--- config.mk ---
export PLATFORM = sky130hd
export DESIGN_NAME = vram_write_arbiter_flat
export DESIGN_NICKNAME = d
export VERILOG_FILES = /design/src/rtl/vram_pkg.sv /design/src/rtl/vram_write_arbiter_if.sv /design/src/rtl/rect_walker.sv /design/src/rtl/vram_write_arbiter.sv /design/src/flat_wrapper.sv
export SDC_FILE = /design/constraint.sdc
export NUM_CORES = 1
export LEC_CHECK = 0
export ABC_AREA = 1
export BUFFER_PORTS_ARGS = -buffer_cell sky130_fd_sc_hd__buf_4
export CAP_MARGIN = 20
export CORE_UTILIZATION = 40
export CTS_CLUSTER_DIAMETER = 80
export DETAILED_ROUTE_END_ITERATION = 8
export GPL_TIMING_DRIVEN = 0
export HOLD_SLACK_MARGIN = 0.05
export PLACE_DENSITY = 0.68
export SETUP_SLACK_MARGIN = 0.15
export SLEW_MARGIN = 20
export SYNTH_ARGS = -nofsm -noshare
export SYNTH_HDL_FRONTEND = slang
export SYNTH_SLANG_ARGS = --single-unit
--- constraint.sdc ---
create_clock -name clk -period 6.46 [get_ports clk]
set_clock_uncertainty 0.1 [all_clocks]
set_input_delay 1.292 -clock clk [delete_from_list [all_inputs] [get_ports clk]]
set_output_delay 1.292 -clock clk [all_outputs]
set_load 0.02 [all_outputs]
--- src/rtl/vram_pkg.sv ---
// Shared VRAM geometry and enum types for the VRAM write path, VGA controller
// and bus decoder.
package vram_pkg;
    localparam int ROW_W  = 80;
    localparam int ROWS   = 60;
    localparam int ADDR_W = 13;
    localparam int DATA_W = 12;
    localparam int X_W    = 7;
    localparam int Y_W    = 6;

    typedef enum logic {IDLE, FILL} fill_state_t;
    typedef enum logic {GNT_CPU, GNT_FILL} grant_t;
endpackage

--- src/rtl/vram_write_arbiter_if.sv ---
// Bus-decoder side request/status signals plus the VRAM port-A write signals.
interface vram_write_arbiter_if import vram_pkg::*; #(
    parameter int ADDR_W = vram_pkg::ADDR_W,
    parameter int DATA_W = vram_pkg::DATA_W
) ();
    logic              cpu_we;
    logic [ADDR_W-1:0] cpu_addr;
    logic [DATA_W-1:0] cpu_data;
    logic              cpu_ready;
    logic              fill_start;
    logic              fill_abort;
    logic [X_W-1:0]    fill_x0;
    logic [Y_W-1:0]    fill_y0;
    logic [X_W-1:0]    fill_w;
    logic [Y_W-1:0]    fill_h;
    logic [DATA_W-1:0] fill_color;
    logic              fill_busy;
    logic              fill_done;
    logic              vram_we;
    logic [ADDR_W-1:0] vram_addr;
    logic [DATA_W-1:0] vram_din;

    modport master (
        output cpu_we, cpu_addr, cpu_data, fill_start, fill_abort,
               fill_x0, fill_y0, fill_w, fill_h, fill_color,
        input  cpu_ready, fill_busy, fill_done, vram_we, vram_addr, vram_din
    );

    modport slave (
        input  cpu_we, cpu_addr, cpu_data, fill_start, fill_abort,
               fill_x0, fill_y0, fill_w, fill_h, fill_color,
        output cpu_ready, fill_busy, fill_done, vram_we, vram_addr, vram_din
    );
endinterface

--- src/rtl/rect_walker.sv ---
// Clips a fill rectangle to the screen and walks its cells in row-major order,
// building each address as row_base + x.
module rect_walker import vram_pkg::*; #(
    parameter int ROW_W  = vram_pkg::ROW_W,
    parameter int ROWS   = vram_pkg::ROWS,
    parameter int ADDR_W = vram_pkg::ADDR_W
) (
    input  logic              clk,
    input  logic              load,
    input  logic              advance,
    input  logic [X_W-1:0]    x0,
    input  logic [Y_W-1:0]    y0,
    input  logic [X_W-1:0]    w,
    input  logic [Y_W-1:0]    h,
    output logic [ADDR_W-1:0] addr,
    output logic              last,
    output logic              empty
);
    logic [X_W-1:0]    x_room, eff_w;
    logic [Y_W-1:0]    y_room, eff_h;
    logic [X_W-1:0]    x, x_first, x_last;
    logic [Y_W-1:0]    rows_left;
    logic [ADDR_W-1:0] row_base, load_base;

    // Room values wrap when the origin is off-screen; empty masks that case.
    always_comb begin
        x_room    = X_W'(ROW_W) - x0;
        y_room    = Y_W'(ROWS) - y0;
        eff_w     = (w < x_room) ? w : x_room;
        eff_h     = (h < y_room) ? h : y_room;
        empty     = (x0 >= X_W'(ROW_W)) || (y0 >= Y_W'(ROWS)) || (w == '0) || (h == '0);
        load_base = ADDR_W'(y0) * ADDR_W'(ROW_W);
    end

    always_ff @(posedge clk) begin
        if (load) begin
            x         <= x0;
            x_first   <= x0;
            x_last    <= x0 + eff_w - 1'b1;
            rows_left <= eff_h;
            row_base  <= load_base;
        end else if (advance) begin
            if (x == x_last) begin
                x         <= x_first;
                row_base  <= row_base + ADDR_W'(ROW_W);
                rows_left <= rows_left - 1'b1;
            end else begin
                x <= x + 1'b1;
            end
        end
    end

    assign addr = row_base + ADDR_W'(x);
    assign last = (x == x_last) && (rows_left == Y_W'(1));
endmodule

--- src/rtl/vram_write_arbiter.sv ---
// Shares VRAM port A between a one-entry CPU write buffer and the rectangle
// fill engine, alternating grants when both are pending.
module vram_write_arbiter import vram_pkg::*; #(
    parameter int ROW_W  = vram_pkg::ROW_W,
    parameter int ROWS   = vram_pkg::ROWS,
    parameter int ADDR_W = vram_pkg::ADDR_W,
    parameter int DATA_W = vram_pkg::DATA_W
) (
    input  logic                 clk,
    input  logic                 rstn,
    vram_write_arbiter_if.slave  bus
);
    fill_state_t       state, state_next;
    grant_t            last_grant;
    logic              buf_valid;
    logic [ADDR_W-1:0] buf_addr;
    logic [DATA_W-1:0] buf_data;
    logic [DATA_W-1:0] fill_color_q;
    logic              cpu_req, fill_req, gnt_cpu, gnt_fill;
    logic              walk_load, fill_done_next;
    logic [ADDR_W-1:0] walk_addr;
    logic              walk_last, walk_empty;

    rect_walker #(.ROW_W(ROW_W), .ROWS(ROWS), .ADDR_W(ADDR_W)) u_walker (
        .clk     (clk),
        .load    (walk_load),
        .advance (gnt_fill),
        .x0      (bus.fill_x0),
        .y0      (bus.fill_y0),
        .w       (bus.fill_w),
        .h       (bus.fill_h),
        .addr    (walk_addr),
        .last    (walk_last),
        .empty   (walk_empty)
    );

    assign bus.cpu_ready = !buf_valid;
    assign bus.fill_busy = (state == FILL);

    // An abort suppresses the fill request so no write slips out on that edge.
    always_comb begin
        state_next     = state;
        walk_load      = 1'b0;
        fill_done_next = 1'b0;
        cpu_req        = buf_valid;
        fill_req       = (state == FILL) && !bus.fill_abort;
        gnt_cpu        = cpu_req && (!fill_req || (last_grant == GNT_FILL));
        gnt_fill       = fill_req && !gnt_cpu;
        case (state)
            IDLE: begin
                if (bus.fill_start) begin
                    walk_load = 1'b1;
                    if (walk_empty) fill_done_next = 1'b1;
                    else            state_next     = FILL;
                end
            end
            FILL: begin
                if (bus.fill_abort) begin
                    state_next = IDLE;
                end else if (gnt_fill && walk_last) begin
                    state_next     = IDLE;
                    fill_done_next = 1'b1;
                end
            end
            default: state_next = IDLE;
        endcase
    end

    always_ff @(posedge clk or negedge rstn) begin
        if (!rstn) state <= IDLE;
        else       state <= state_next;
    end

    always_ff @(posedge clk or negedge rstn) begin
        if (!rstn) begin
            buf_valid     <= 1'b0;
            last_grant    <= GNT_FILL;
            bus.fill_done <= 1'b0;
            bus.vram_we   <= 1'b0;
            bus.vram_addr <= '0;
            bus.vram_din  <= '0;
        end else begin
            if (gnt_cpu)         buf_valid <= 1'b0;
            else if (bus.cpu_we) buf_valid <= 1'b1;
            if (gnt_cpu)       last_grant <= GNT_CPU;
            else if (gnt_fill) last_grant <= GNT_FILL;
            bus.fill_done <= fill_done_next;
            bus.vram_we   <= gnt_cpu || gnt_fill;
            if (gnt_cpu) begin
                bus.vram_addr <= buf_addr;
                bus.vram_din  <= buf_data;
            end else if (gnt_fill) begin
                bus.vram_addr <= walk_addr;
                bus.vram_din  <= fill_color_q;
            end
        end
    end

    always_ff @(posedge clk) begin
        if (bus.cpu_we && !buf_valid) begin
            buf_addr <= bus.cpu_addr;
            buf_data <= bus.cpu_data;
        end
        if (walk_load) fill_color_q <= bus.fill_color;
    end
endmodule

--- src/flat_wrapper.sv ---
// flat-port wrapper written by rule: the top's interface ports become plain ports
module vram_write_arbiter_flat import vram_pkg::*;
#(
    parameter int ROW_W  = vram_pkg::ROW_W,
    parameter int ROWS   = vram_pkg::ROWS,
    parameter int ADDR_W = vram_pkg::ADDR_W,
    parameter int DATA_W = vram_pkg::DATA_W
)
  (clk, rstn, bus_cpu_we, bus_cpu_addr, bus_cpu_data, bus_fill_start, bus_fill_abort, bus_fill_x0, bus_fill_y0, bus_fill_w, bus_fill_h, bus_fill_color, bus_cpu_ready, bus_fill_busy, bus_fill_done, bus_vram_we, bus_vram_addr, bus_vram_din);
  vram_write_arbiter_if #(.ADDR_W(ADDR_W), .DATA_W(DATA_W)) bus_i ();
  input  logic clk;
  input  logic rstn;
  input wire logic [$bits(bus_i.cpu_we)-1:0] bus_cpu_we;
  input wire logic [$bits(bus_i.cpu_addr)-1:0] bus_cpu_addr;
  input wire logic [$bits(bus_i.cpu_data)-1:0] bus_cpu_data;
  input wire logic [$bits(bus_i.fill_start)-1:0] bus_fill_start;
  input wire logic [$bits(bus_i.fill_abort)-1:0] bus_fill_abort;
  input wire logic [$bits(bus_i.fill_x0)-1:0] bus_fill_x0;
  input wire logic [$bits(bus_i.fill_y0)-1:0] bus_fill_y0;
  input wire logic [$bits(bus_i.fill_w)-1:0] bus_fill_w;
  input wire logic [$bits(bus_i.fill_h)-1:0] bus_fill_h;
  input wire logic [$bits(bus_i.fill_color)-1:0] bus_fill_color;
  output wire logic [$bits(bus_i.cpu_ready)-1:0] bus_cpu_ready;
  output wire logic [$bits(bus_i.fill_busy)-1:0] bus_fill_busy;
  output wire logic [$bits(bus_i.fill_done)-1:0] bus_fill_done;
  output wire logic [$bits(bus_i.vram_we)-1:0] bus_vram_we;
  output wire logic [$bits(bus_i.vram_addr)-1:0] bus_vram_addr;
  output wire logic [$bits(bus_i.vram_din)-1:0] bus_vram_din;
  assign bus_i.cpu_we = bus_cpu_we;
  assign bus_i.cpu_addr = bus_cpu_addr;
  assign bus_i.cpu_data = bus_cpu_data;
  assign bus_i.fill_start = bus_fill_start;
  assign bus_i.fill_abort = bus_fill_abort;
  assign bus_i.fill_x0 = bus_fill_x0;
  assign bus_i.fill_y0 = bus_fill_y0;
  assign bus_i.fill_w = bus_fill_w;
  assign bus_i.fill_h = bus_fill_h;
  assign bus_i.fill_color = bus_fill_color;
  assign bus_cpu_ready = bus_i.cpu_ready;
  assign bus_fill_busy = bus_i.fill_busy;
  assign bus_fill_done = bus_i.fill_done;
  assign bus_vram_we = bus_i.vram_we;
  assign bus_vram_addr = bus_i.vram_addr;
  assign bus_vram_din = bus_i.vram_din;
  vram_write_arbiter #(.ROW_W(ROW_W), .ROWS(ROWS), .ADDR_W(ADDR_W), .DATA_W(DATA_W)) u_core (.clk(clk), .rstn(rstn), .bus(bus_i));
endmodule
==> impl_metrics.json, run 1 <==
{
  "status": "completed",
  "initial_core_util": 0.4152,
  "fmax_mhz": 219.0,
  "synth_cell_types": 36,
  "cts_setup_buffers": 0,
  "drt_first_pass_iters": 4,
  "rows": 43,
  "syn-mean-instance-area_um2": 9.040,
  "clk_latency_ns": 0.35,
  "core-area_um2": 14040,
  "grt_pass1_wl_mm": 20.98,
  "cts_inserted_buffers": 9,
  "drc": 0,
  "finalHoldViolCount": 0,
  "cellPowerDensity_nw_per_um2": 340.1,
  "worst_pin_slew_ns": 0.8286,
  "yosysWarnings": 0,
  "multi_input_area_um2": 2500,
  "drive_gt1_frac": 0.1982,
  "vias": 4592,
  "dieArea_um2": 15060,
  "setup_viol": 0,
  "fin_tns_setup_ns": 0,
  "nFillCells": 1301,
  "htree_levels": 3,
  "endpoint_kind": "flop",
  "dp.final_hpwl_mm": 9.992,
  "track_usage": 0.1821,
  "worstRegToRegCells": 5,
  "synth.largest_area_cell": "edfxtp_1",
  "maxCapViolCount": 0,
  "wl_mm": 13.11,
  "holdPathStages": 2,
  "seq_area_um2": 2944,
  "area_growth_pct": 21.05,
  "period_share": 0.7067,
  "root_buffer": "clkbuf_16",
  "postRouteAntennaNets": 0,
  "vdd_drop_max_mv": 0.1433,
  "grt_setup_unrepaired": "no",
  "critPathMaxFanout": 10,
  "drt_first_iter_violations": 346,
  "nNetsFinal": 862,
  "cp.arrival_ns": 4.57,
  "grt_max_degree": 36,
  "power_uw": 2400,
  "yosysSeqAreaShare": 0.5049,
  "fin_crit_ns": 4.565,
  "synth_area_leaders": "edfxtp_1 38%, dfrtp_1 12%, nand2_1 12%",
  "netlist.area_leader.share": 0.3760,
  "slew_headroom": 0.4475,
  "cts_tree": "done",
  "syn_inst": 645,
  "cts_resized": 0,
  "path_clk_slew_ns": 0.07,
  "final_common_cell": "nand2_1",
  "die_h_um": 122.7,
  "required_ns": 6.47,
  "postLayoutCoreUtil": 0.5026,
  "io_pins": 97,
  "holdBufCountCts": 0,
  "cp-start-kind": "input pin",
  "synth_area_um2": 5831,
  "timing.final.max_slew_violations": 0,
  "cts_num_sinks": 103,
  "hold_class": "flop to flop",
  "clk_path_buf_depth": 2,
  "grt_pass1_vias": 4418,
  "port_buffers": 96,
  "synth_nets": 755,
  "via_per_inst": 4.901,
  "p_leak_uw": 0.003399,
  "crit_type": "input pin to flop",
  "die_w_um": 122.7,
  "finalWeightedCongestion": 0.9044,
  "yosys_register_bits": 103,
  "antenna_found_initial": 0,
  "overflow": 0,
  "wire_per_inst_um": 13.99,
  "layout_common_cells": "185 x nand2_1, 98 x buf_4, 89 x nand3_1",
  "antennaDiodeCount": 0
}
## registers in the layout, indices dropped and copies added (netlist names), 6 cells and up
signal                     cells
u_core.u_walker.row_base       9
u_core.u_walker.x_first        7
u_core.buf_addr               13
u_core.bus.vram_addr          13
u_core.u_walker.x_last         7
u_core.bus.vram_din           12
u_core.u_walker.x              7
u_core.u_walker.rows_left      6
u_core.fill_color_q           12
u_core.buf_data               12
## cells in the mapped netlist
cell / count
o21ai_2: 3
or2_2: 2
nor2_4: 2
o21ai_1: 3
buf_6: 2
a21boi_0: 1
clkbuf_1: 1
nand3_1: 89
nor2_2: 3
nor3_1: 2
nor2_8: 1
edfxtp_1: 73
o211ai_1: 7
dfrtp_1: 29
nand3b_1: 1
o21bai_1: 2
buf_2: 6
inv_1: 80
nor3_2: 2
a31oi_1: 1
ha_1: 39
o21ai_0: 24
nand2_4: 2
nand2_1: 185
nand4_1: 4
buf_4: 2
xnor2_1: 7
a21oi_1: 13
fa_1: 3
xor2_1: 14
nand2_2: 4
o21a_2: 1
nor2_1: 27
a21o_1: 2
inv_2: 7
dfstp_2: 1
## metal layers
metal / up-vias / GRT usage / share of wire
li1: 2346 / - / -
met2: 117 / 0.3009 / 0.47
met1: 2117 / 0.2354 / 0.44
met5: - / 0 / 0
met4: 0 / 0.06021 / 0.014
met3: 12 / 0.04043 / 0.073
## worst paths after layout
path	startpoint	slack, ns	endpoint
min in group asynchronous	rstn	0.77	u_core.bus.vram_addr[12]
max in group asynchronous	rstn	5.16	u_core.last_grant
min reg2reg	u_core.buf_data[8]	0.37	u_core.bus.vram_din[8]
min	u_core.buf_data[8]	0.37	u_core.bus.vram_din[8]
max	bus_fill_x0[0]	1.89	u_core.u_walker.x_last[5]
max reg2reg	u_core.u_walker.x[4]	4.13	u_core.u_walker.row_base[10]
## layout make-up
cell class	count	area share
flip-flops and latches	103	0.4171
multi-input cells	444	0.3542
repair buffers	96	0.1021
inverters	87	0.04627
clock buffers	12	0.03492
well taps	180	0.03191
plain buffers	11	0.01010
clock inverters	4	0.003368
## critical path, stage by stage
cell and delay [ns]:
buf_4 0.11, inv_1 0.07, ha_1 0.23, nand3_1 0.13
inv_1 0.08, o21ai_2 0.15, xor2_1 0.19, ha_1 0.27
a21o_1 0.16, nor2_1 0.13, nand2_1 0.14, buf_2 0.20
nand2_1 0.06, o21ai_0 0.10, ha_1 0.29, inv_1 0.04
ha_1 0.23, fa_1 0.41, nand3_1 0.09, nand2_1 0.07
xor2_1 0.14
## kinds of logic after synthesis
logic type               share of synthesized area
AO/OA/AOI/OAI                              0.05687
XOR/XNOR                                   0.03155
adder cells (fa/ha/maj)                    0.09399
buffers and inverters                      0.06824
flip-flops                                  0.5049
AND/OR/NAND/NOR                             0.2444
## through the flow
step | setup WS (ns) | instances | hold WS, ns | area (um^2)
2_1_floorplan | 2.027 | 645 | 0.3418 | 5831
3_3_place_gp | 1.610 | 921 | 0.3503 | 6777
3_5_place_dp | 1.552 | 921 | 0.3583 | 6788
4_1_cts | 1.911 | 937 | 0.3756 | 7058
5_1_grt | 1.631 | 937 | 0.3991 | 7058
6_report | 1.895 | 937 | 0.3688 | 7058
## report_power, final
part,internal (uW),switching (uW),leakage [uW],total (uW)
clock,271,232,0.000136,503
sequential,905,100,0.00106,1010
combinational,348,544,0.00220,892
No activity file was read; power rests on OpenSTA's default activity.
==> run 2, diff against run 1 <==
--- a/config.mk
+++ b/config.mk
@@ -5,7 +5,7 @@
 export SDC_FILE = /design/constraint.sdc
 export NUM_CORES = 1
 export LEC_CHECK = 0
-export ABC_AREA = 1
+export ABC_AREA = 0
 export BUFFER_PORTS_ARGS = -buffer_cell sky130_fd_sc_hd__buf_4
 export CAP_MARGIN = 20
 export CORE_UTILIZATION = 40
==> constraint.sdc (replaced) <==
create_clock -name clk -period 4.8 [get_ports clk]
set_clock_uncertainty 0.1 [all_clocks]
set_input_delay 0.96 -clock clk [delete_from_list [all_inputs] [get_ports clk]]
set_output_delay 0.96 -clock clk [all_outputs]
set_load 0.02 [all_outputs]
==> run 2 against run 1 <==
First-iteration DRC count decreased by 29%. Area after synthesis decreased by 2.0%. Sequential power increased by 24%. Critical path depth decreased by 3. Worst hold slack improved by 0.048 ns. Via count decreased by 8.2%. Sequential share of layout area increased by 0.46 points. Critical endpoint is now u_core.u_walker.x_last[6].
==> impl_metrics.json, run 2 <==
{
  "status": "completed",
  "cp-start-kind": "input pin",
  "fmax_mhz": 227.4,
  "final_area_um2": 6982,
  "die_w_um": 121.5,
  "synth_ff_type": "edfxtp_1",
  "path_cells": "buf_4 -> inv_1 -> ha_1 -> nand3_1 -> a21oi_1 -> xnor2_1 -> ha_1 -> nand4_1 -> o21ai_4 -> mux2_1 -> ha_1 -> inv_1 -> ha_1 -> a21oi_1 -> o211ai_1 -> a21oi_1 -> xnor2_1 -> xnor2_1",
  "antenna_found_initial": 0,
  "worst_pin_slew_ns": 0.8204,
  "cts_setup_buffers": 0,
  "fin_tns_setup_ns": 0,
  "die_h_um": 121.5,
  "syn-mean-instance-area_um2": 10.92,
  "period_share": 0.9160,
  "vias": 4215,
  "synth_area_leaders": "edfxtp_1 38%, dfrtp_1 13%, ha_1 8.5%",
  "cts_inserted_buffers": 9,
  "p_leak_uw": 0.002981,
  "yosysSeqAreaShare": 0.5154,
  "timing.final.max_slew_violations": 0,
  "via_per_inst": 5.165,
  "synth_common_cells": "73 x edfxtp_1, 70 x nor2_1, 39 x ha_1",
  "path_delay_family": "adder cells",
  "cts_tree": "done",
  "cts_num_sinks": 103,
  "fin_crit_ns": 4.397,
  "netlist.area_leader.share": 0.3838,
  "synth_nets": 633,
  "async_flop_share": 0.2913,
  "io_pins": 97,
  "drive_gt1_frac": 0.2075,
  "core-area_um2": 13880,
  "power_uw": 2874,
  "overflow": 0,
  "root_buffer": "clkbuf_16",
  "critPathMaxStageDelay_ns": 0.37,
  "synth.largest_area_cell": "edfxtp_1",
  "track_usage": 0.1899,
  "grt_pass1_vias": 4207,
  "drt_first_iter_violations": 246,
  "dp.final_hpwl_mm": 9.823,
  "cp_common_cell": "ha_1",
  "nNetsFinal": 741,
  "layout_common_cells": "96 x buf_4, 73 x edfxtp_1, 70 x nor2_1",
  "synth_cell_types": 48,
  "rrSetupSlack_ns": 2.16,
  "rows": 43,
  "crit_type": "input pin to flop",
  "drt_first_pass_iters": 5,
  "cp.arrival_ns": 4.41,
  "timing.critical_path.buf_inv": 3,
  "clk_path_buf_depth": 2,
  "htree_levels": 3,
  "antennaDiodeCount": 0,
  "endpoint_kind": "flop",
  "port_buffers": 96,
  "area_growth_pct": 22.23,
  "wl_mm": 13.18,
  "nFillCells": 1284,
  "worst_slack_ns": 0.4033,
  "cellPowerDensity_nw_per_um2": 411.7,
  "vdd_drop_max_mv": 0.1948,
  "critPathMaxFanout": 9,
  "wire_per_inst_um": 16.15,
  "finalHoldViolCount": 0,
  "holdBufCountCts": 0,
  "maxCapViolCount": 0,
  "hold_class": "flop to flop",
  "final_common_cell": "buf_4",
  "grt_pass1_wl_mm": 21.18,
  "reg.largest.list": "u_core.buf_addr (13), u_core.bus.vram_addr (13)",
  "cts_resized": 0,
  "required_ns": 4.81,
  "synth_edf_count": 73,
  "yosys.cell_count.top_type": "edfxtp_1",
  "post_dp_cell_area_um2": 6693,
  "hold_ws_ns": 0.4165,
  "finalWeightedCongestion": 0.8187,
  "preCtsSetupSlack_ns": -0.01277,
  "path_clk_slew_ns": 0.07,
  "syn_inst": 523,
  "initial_core_util": 0.4115,
  "grt_setup_unrepaired": "no",
  "slew_headroom": 0.4530,
  "yosys_register_bits": 103,
  "grt_max_degree": 36,
  "postRouteAntennaNets": 0,
  "synth_area_um2": 5712,
  "cpMaxStageDelayCell": "mux2_1",
  "yosysWarnings": 0,
  "setup_viol": 0,
  "drc": 0,
  "clk_latency_ns": 0.35,
  "dieArea_um2": 14760
}
-- run 2: cell types whose count changed after synthesis, moves of 8 or more --
cell / change
mux2i_1: +21
nor3_1: +18
nand3_1: -83
clkbuf_1: +13
xnor2_1: +22
o22ai_1: +18
nand2_1: -158
nor2_1: +43
inv_1: -48
a21oi_1: +10
a21o_1: +8
o21ai_1: +16
o21ai_0: -21
-- run 2: final timing paths --
kind | from | to | depth (start not counted)
max in group asynchronous | rstn | u_core.last_grant | 1
hold reg to reg | u_core.buf_addr[7] | u_core.bus.vram_addr[7] | 2
min in group asynchronous | rstn | u_core.bus.vram_din[4] | 1
setup reg to reg | u_core.bus.fill_busy | u_core.u_walker.row_base[9] | 7
hold / removal | u_core.buf_addr[7] | u_core.bus.vram_addr[7] | 2
setup / recovery | bus_fill_x0[0] | u_core.u_walker.x_last[6] | 18
-- run 2: cells by family after synthesis --
kind of cell	after synthesis	synth area share
mux	26	0.04666
fa+ha+maj	42	0.09595
simple gates	150	0.1225
flops	103	0.5154
compound gates	97	0.1062
xor+xnor	48	0.07360
buf+inv	57	0.03965
-- run 2: area by class of cell --
type,count,area [um^2],share of cell area
plain buffers,22,95.09,0.01362
inverters,35,131.4,0.01882
repair buffers,97,748.2,0.1072
clock buffers,10,229.0,0.03280
flip-flops and latches,103,2944,0.4217
multi-input cells,363,2556,0.3661
well taps,180,225.2,0.03226
clock inverters,6,52.55,0.007527
-- run 2: power by group --
| group | internal (uW) | switching [uW] | leakage (uW) |
|---|---|---|---|
| clock | 360 | 335 | 0.000132 |
| combinational | 406 | 525 | 0.00181 |
| sequential | 1140 | 104 | 0.00104 |
| total | 1910 | 965 | 0.00298 |
-- run 2: worst register-to-register path, cell delays in order, from the launching register on --
cell	delay, ns
dfrtp_1	0.41
nand2b_1	0.16
clkbuf_1	0.23
inv_2	0.10
clkbuf_1	0.44
buf_2	0.76
nand2_1	0.16
o21ai_1	0.13
-- run 2: per-layer routing --
layer	track usage	share of wire	up-vias
met1	0.2472	0.46	2008
met5	0	0	-
met3	0.04887	0.062	6
met4	0.05093	0.0058	0
li1	-	-	2083
met2	0.3118	0.48	118
-- run 2: stage by stage --
step	util	cells
2_1_floorplan	-	523
3_3_place_gp	0.4796	799
3_5_place_dp	0.4822	800
4_1_cts	0.5024	816
5_1_grt	0.5030	816
6_report	0.5030	816
